## src/rtl/demux_stream.sv

```systemverilog
// 1-to-CHANNELS registered stream demultiplexer with a one-entry buffer per channel.
// Optional broadcast input (in_bcast) is compiled in when DEMUX_BROADCAST_EN is defined.
module demux_stream #(
  parameter int WIDTH    = 4,
  parameter int CHANNELS = 2,
  localparam int SEL_W   = $clog2(CHANNELS)
) (
  input  logic                      clk,
  input  logic                      rst_n,
  input  logic [WIDTH-1:0]          in_data,
  input  logic [SEL_W-1:0]          in_sel,
  input  logic                      in_valid,
  output logic                      in_ready,
`ifdef DEMUX_BROADCAST_EN
  input  logic                      in_bcast,
`endif
  output logic [CHANNELS*WIDTH-1:0] out_data,
  output logic [CHANNELS-1:0]       out_valid,
  input  logic [CHANNELS-1:0]       out_ready,
  output logic                      bad_sel
);

  // Handshake: a beat moves on any interface in a cycle where valid && ready
  // at the rising edge; valid never waits on ready, and a raised out_valid
  // holds with stable data until its consumer takes it.

  typedef enum logic {
    CH_EMPTY = 1'b0,
    CH_FULL  = 1'b1
  } ch_state_e;

  localparam logic [SEL_W:0] SEL_LIMIT = CHANNELS[SEL_W:0];

  ch_state_e            state_q [CHANNELS];
  ch_state_e            state_d [CHANNELS];
  logic [WIDTH-1:0]     data_q  [CHANNELS];

  logic [CHANNELS-1:0]  sel_hit;
  logic [CHANNELS-1:0]  ch_ready;
  logic [CHANNELS-1:0]  drain;
  logic [CHANNELS-1:0]  load;
  logic                 sel_in_range;
  logic                 accept;
  logic                 bad_next;
  logic                 bad_sel_q;

  // A channel can take a beat when it is empty or is being drained this cycle.
  always_comb begin
    sel_hit  = '0;
    ch_ready = '0;
    drain    = '0;
    for (int k = 0; k < CHANNELS; k++) begin
      sel_hit[k]  = (in_sel == k[SEL_W-1:0]);
      ch_ready[k] = (state_q[k] == CH_EMPTY) || out_ready[k];
      drain[k]    = (state_q[k] == CH_FULL) && out_ready[k];
    end
  end

  assign sel_in_range = ({1'b0, in_sel} < SEL_LIMIT);

`ifdef DEMUX_BROADCAST_EN
  assign in_ready = in_bcast ? (&ch_ready)
                             : (!sel_in_range || (|(sel_hit & ch_ready)));
  assign accept   = in_valid && in_ready;
  assign load     = !accept  ? '0
                  : in_bcast ? {CHANNELS{1'b1}}
                  :            sel_hit;
  assign bad_next = accept && !in_bcast && !sel_in_range;
`else
  assign in_ready = !sel_in_range || (|(sel_hit & ch_ready));
  assign accept   = in_valid && in_ready;
  // sel_hit is all-zero for an out-of-range select, so such beats load nothing.
  assign load     = accept ? sel_hit : '0;
  assign bad_next = accept && !sel_in_range;
`endif

  always_comb begin
    for (int k = 0; k < CHANNELS; k++) begin
      state_d[k] = state_q[k];
      case (state_q[k])
        CH_EMPTY: if (load[k]) state_d[k] = CH_FULL;
        CH_FULL:  if (drain[k] && !load[k]) state_d[k] = CH_EMPTY;
      endcase
    end
  end

  always_ff @(posedge clk or negedge rst_n) begin
    if (!rst_n) begin
      for (int k = 0; k < CHANNELS; k++) begin
        state_q[k] <= CH_EMPTY;
        data_q[k]  <= '0;
      end
      bad_sel_q <= 1'b0;
    end else begin
      for (int k = 0; k < CHANNELS; k++) begin
        state_q[k] <= state_d[k];
        if (load[k]) data_q[k] <= in_data;
      end
      bad_sel_q <= bad_next;
    end
  end

  for (genvar g = 0; g < CHANNELS; g++) begin : g_out
    assign out_valid[g]                 = (state_q[g] == CH_FULL);
    assign out_data[g*WIDTH +: WIDTH]   = data_q[g];
  end

  assign bad_sel = bad_sel_q;

endmodule

```

## config.mk

```make
export PLATFORM = sky130hd
export DESIGN_NAME = demux_stream
export DESIGN_NICKNAME = d
export VERILOG_FILES = /design/src/rtl/demux_stream.sv
export SDC_FILE = /design/constraint.sdc
export NUM_CORES = 1
export LEC_CHECK = 0
export ABC_AREA = 1
export CAP_MARGIN = 20
export CELL_PAD_IN_SITES_DETAIL_PLACEMENT = 0
export CELL_PAD_IN_SITES_GLOBAL_PLACEMENT = 2
export CORE_UTILIZATION = 20
export DETAILED_ROUTE_END_ITERATION = 16
export GPL_ROUTABILITY_DRIVEN = 0
export PLACE_DENSITY_LB_ADDON = 0.1
export SLEW_MARGIN = 20
export SYNTH_ARGS = -nofsm -noshare
export SYNTH_HDL_FRONTEND = slang
export SYNTH_SLANG_ARGS = --single-unit
```

## constraint.sdc

```tcl
create_clock -name clk -period 0.95 [get_ports clk]
set_input_delay 0.1425 -clock clk [delete_from_list [all_inputs] [get_ports clk]]
set_output_delay 0.1425 -clock clk [all_outputs]
set_load 0.02 [all_outputs]
```

# ---- After elaboration in Yosys (flattened, before gate mapping)
# Index checks and enable logic that the tools add are counted.
dict set report classes {
  muxes 7
  bitwise_logic 4
  n_reduce_logical 10
}
# operator n
set op_table {}
lappend op_table {{$logic_and 1x1->1} 5}
lappend op_table {{$mux 1} 4}
lappend op_table {{$pmux 1 s2} 2}
lappend op_table {{$not 1->1} 3}
lappend op_table {{$and 2x2->2} 1}
lappend op_table {{$logic_not 1->1} 2}
lappend op_table {{$logic_or 1x1->1} 2}
lappend op_table {{$mux 2} 1}
lappend op_table {{$reduce_or 2->1} 1}
dict set report word_totals {
  register_bits 10
  word_cells 25
}

# ---- Longest topological paths before layout
dict set report depth {
  depth_word 10
  mapped_depth 5
}

# ---- Worst setup path after synthesis
# Ideal clock, no wire load.
dict set report synth_path {
  path_kind {reg-to-reg}
  from {reg state_q, in the netlist out_valid[1]}
  to {reg data_q, in the netlist out_data[4]}
  setup_ns 0.117
  arrival_ns 0.890
  required_time_ns 0.833
  path_slack_ns -0.057
  path_stages_with_launch 5
  n_path_buf 0
  synth_period_minus_slack_ns 1.007
  path_cell_list {dfrtp_1 > nand2_1 > nand3_1 > nand2_1 > nand2_1}
}
dict set report synth_between {
  elab_chain_cells 6
}
# element line
set synth_rtl {}
lappend synth_rtl {{start, declared} 34} ;# ch_state_e state_q [CHANNELS];
lappend synth_rtl {{start signal, assigned by index} 96} ;# state_q[k] <= state_d[k];
lappend synth_rtl {{$not 1->1} --}
lappend synth_rtl {{$logic_or 1x1->1} 54} ;# ch_ready[k] = (state_q[k] == CH_EMPTY) || out_ready[k];
lappend synth_rtl {{$and 2x2->2} 70} ;# assign in_ready = !sel_in_range || (|(sel_hit & ch_ready));
lappend synth_rtl {{$reduce_or 2->1} 70}
lappend synth_rtl {{$logic_and 1x1->1} 71} ;# assign accept = in_valid && in_ready;
lappend synth_rtl {{$mux 2} 73} ;# assign load = accept ? sel_hit : '0;
lappend synth_rtl {{end signal, assigned by index} 97} ;# if (load[k]) data_q[k] <= in_data;
lappend synth_rtl {{end, declared} 36} ;# logic [WIDTH-1:0] data_q [CHANNELS];
# Every way passes these cells.
# A chain may end at the register's enable or synchronous reset.

# ---- Worst setup path in the final report
dict set report layout_path {
  from {reg state_q, in the netlist out_valid[1]}
  to {out in_ready}
}
dict set report layout_between {
  elab_chain_cells 4
}
# element line
set layout_rtl {}
lappend layout_rtl {{$not 1->1} --}
lappend layout_rtl {{$logic_or 1x1->1} 54}
lappend layout_rtl {{$and 2x2->2} 70}
lappend layout_rtl {{$reduce_or 2->1} 70}
lappend layout_rtl {{end, declared} 13} ;# output logic in_ready,
# Every way passes these cells.

==> flow_metrics.tcl <==
set metrics [dict create \
    path_class "register to output pin" \
    required_ps 810 \
    postRouteAntennaNets 0 \
    pre_cts_ws_ps -622 \
    synth.most_common_cell "nand2_1" \
    syn2layout_area_growth_pct 99.4 \
    holdBufCountCts 0 \
    vias 462 \
    drtIter0Drc 7 \
    hold_viol 0 \
    seq_area_sq_um 251 \
    setup_slack_ps -183 \
    wl_met2_um 496 \
    setup-violations-final 8 \
    first_global_vias 452 \
    power_density_nw_per_um2 1580 \
    die_h_um 48.3 \
    syn_inst 49 \
    gr-total-overflow 0 \
    rsz0062_at_grt "yes" \
    ys_ff_latch 10 \
    syn-num-nets 59 \
    track_usage 0.107 \
    h-tree-depth 1 \
    numCtsBuffers 3 \
    yosys.area.top_type "dfrtp_1" \
    grt_max_degree 11 \
    synth_common_cells "nand2_1, dfrtp_1, nand4_1, inv_1" \
    drcViolationCount 0 \
    met3_length_um 70 \
    routedWlPerCell_um 9.94 \
    status "finished, violations left" \
    fp.dieW_um 48.3 \
    min_period_over_period 1.19 \
    arrival_ps 990 \
    root_buffer "clkbuf_4" \
    ios 22 \
    end_kind "output pin" \
    ys_warn_count 0 \
    top_layer "met4" \
    portBuffers 20 \
    fillCellCount 207 \
    post-route-util 0.432 \
    avgSynthCellArea_sq_um 8.76 \
    finClkSkew_ps 0.181 \
    cap_violations 0 \
    synth_top_area_frac 0.583 \
    cp_max_fo 3 \
    period_minus_slack_ps 1130 \
    synth-async-reset-ratio 1.00 \
    ff2ff_setup_slack_ps -60 \
    via_per_inst 4.05 \
    rows 16 \
    slew_violations 0 \
    wl_met1_um 557 \
    worstReg2RegEnd "out_data[6]" \
    worstSetupStartpointType "register" \
    core_sq_um 1980 \
    synth_area_leaders "dfrtp_1, nand2_1, nand4_1" \
    hold_slack_ps 161 \
    holdCritPathClass "primary input to asynchronous set/reset pin" \
    dr.pass1.iters 3 \
    antenna_cells 0 \
    clk_latency_ps 260 \
    cts_sinks 10 \
    synth_edf_count 0 \
    ir_worst_vdd_uv 771 \
    endpoint "in_ready" \
    floorplan.initialDensity 0.217 \
    failed_checks "setup timing" \
    die_area_sq_um 2330 \
    cts_tree "built" \
    grt_pass1_wl_um 1910 \
    multi_input_area_sq_um 193 \
    fin_nets 98 \
    max_freq_mhz 882 \
    synth_flop_cell "dfrtp_1" \
    ys_seq_area_frac 0.583 \
    p_leak_nw 0.445 \
    cts.path.max_buffers 2 \
    syn_area_sq_um 429 \
    drive_above_1_share 0.448 \
    startpoint "out_valid[1]" \
    wirelength_um 1130 \
    clk_pin_slew_ps 70 \
    grt_antenna_before_repair 0 \
    yosysUniqueCellTypes 10 \
    ff2ff_path_depth 6 \
    dp_hpwl_um 873 \
    r2r_start "out_valid[1]" \
]
[placed cells by master, fill, tap and decap left out, drive strengths merged]
cell,count
inv,3
nand3,2
nand2,23
dlygate4sd2,1
conb,1
buf,27
nand4,8
dfrtp,10
clkdlybuf4s50,8
clkbuf,4
[worst max-delay path: stages (launching register included)]
cell     delay, ps
dfrtp_2        420
nand2_4         70
nand2_1         50
nand2_1         70
buf_6          110
[per-stage QoR]
stage / cell area (sq um) / TNS (ps) / cells / total power [W]
finish: 856 / -605 / 114 / 0.00135
global route: 856 / -1270 / 114 / 0.00143
CTS: 782 / -413 / 110 / 0.00128
detailed placement: 739 / -4870 / 105 / 0.000964
global placement: 739 / -4780 / 105 / 0.000961
floorplan: 435 / 0 / 49 / 0.000703
[cell type report]
| class | count | share of cell area |
|---|---|---|
| multi-input cells | 34 | 0.225 |
| well taps | 27 | 0.0395 |
| flip-flops and latches | 10 | 0.294 |
| repair buffers | 36 | 0.398 |
| clock buffers | 4 | 0.0307 |
| inverters | 3 | 0.0132 |
[sequential cells by signal, summed over array words and instances (netlist names)]
register,cells
out_valid,2
out_data,8
[power by group]
| part | switching [W] | internal (W) |
|---|---|---|
| clock network | 0.000149 | 0.000162 |
| registers | 0.0000459 | 0.000490 |
| logic | 0.000225 | 0.000281 |
| total | 0.000421 | 0.000932 |
[worst min path at each step]
stage / end / slack [ps] / cells past startpoint
after floorplan: out_data[0] / -150 / 0
after global placement: out_data[3] / 450 / 2
after detailed placement: out_data[3] / 460 / 2
after CTS: out_data[7] / 170 / 2
after global routing: out_data[4] / 180 / 2
final: out_data[4] / 160 / 2
[timing repair]
item	in CTS	in global routing
resized for setup	62	15
pin swaps	2	3
setup buffers	1	5
setup endpoints to repair	20	19
[cells by family after synthesis]
kind of cell,count (synthesis),synth area share
buffers and inverters,5,0.0554
and+or+nand+nor,33,0.353
other,1,0.00874
DFF,10,0.583
[per-layer routing]
layer | vias to the layer above | track usage
li1 | 238 | -
met1 | 207 | 0.143
met2 | 15 | 0.157
met3 | 2 | 0.0283
met4 | 0 | 0.0588
met5 | - | 0
No activity file was read; power rests on OpenSTA's default activity.
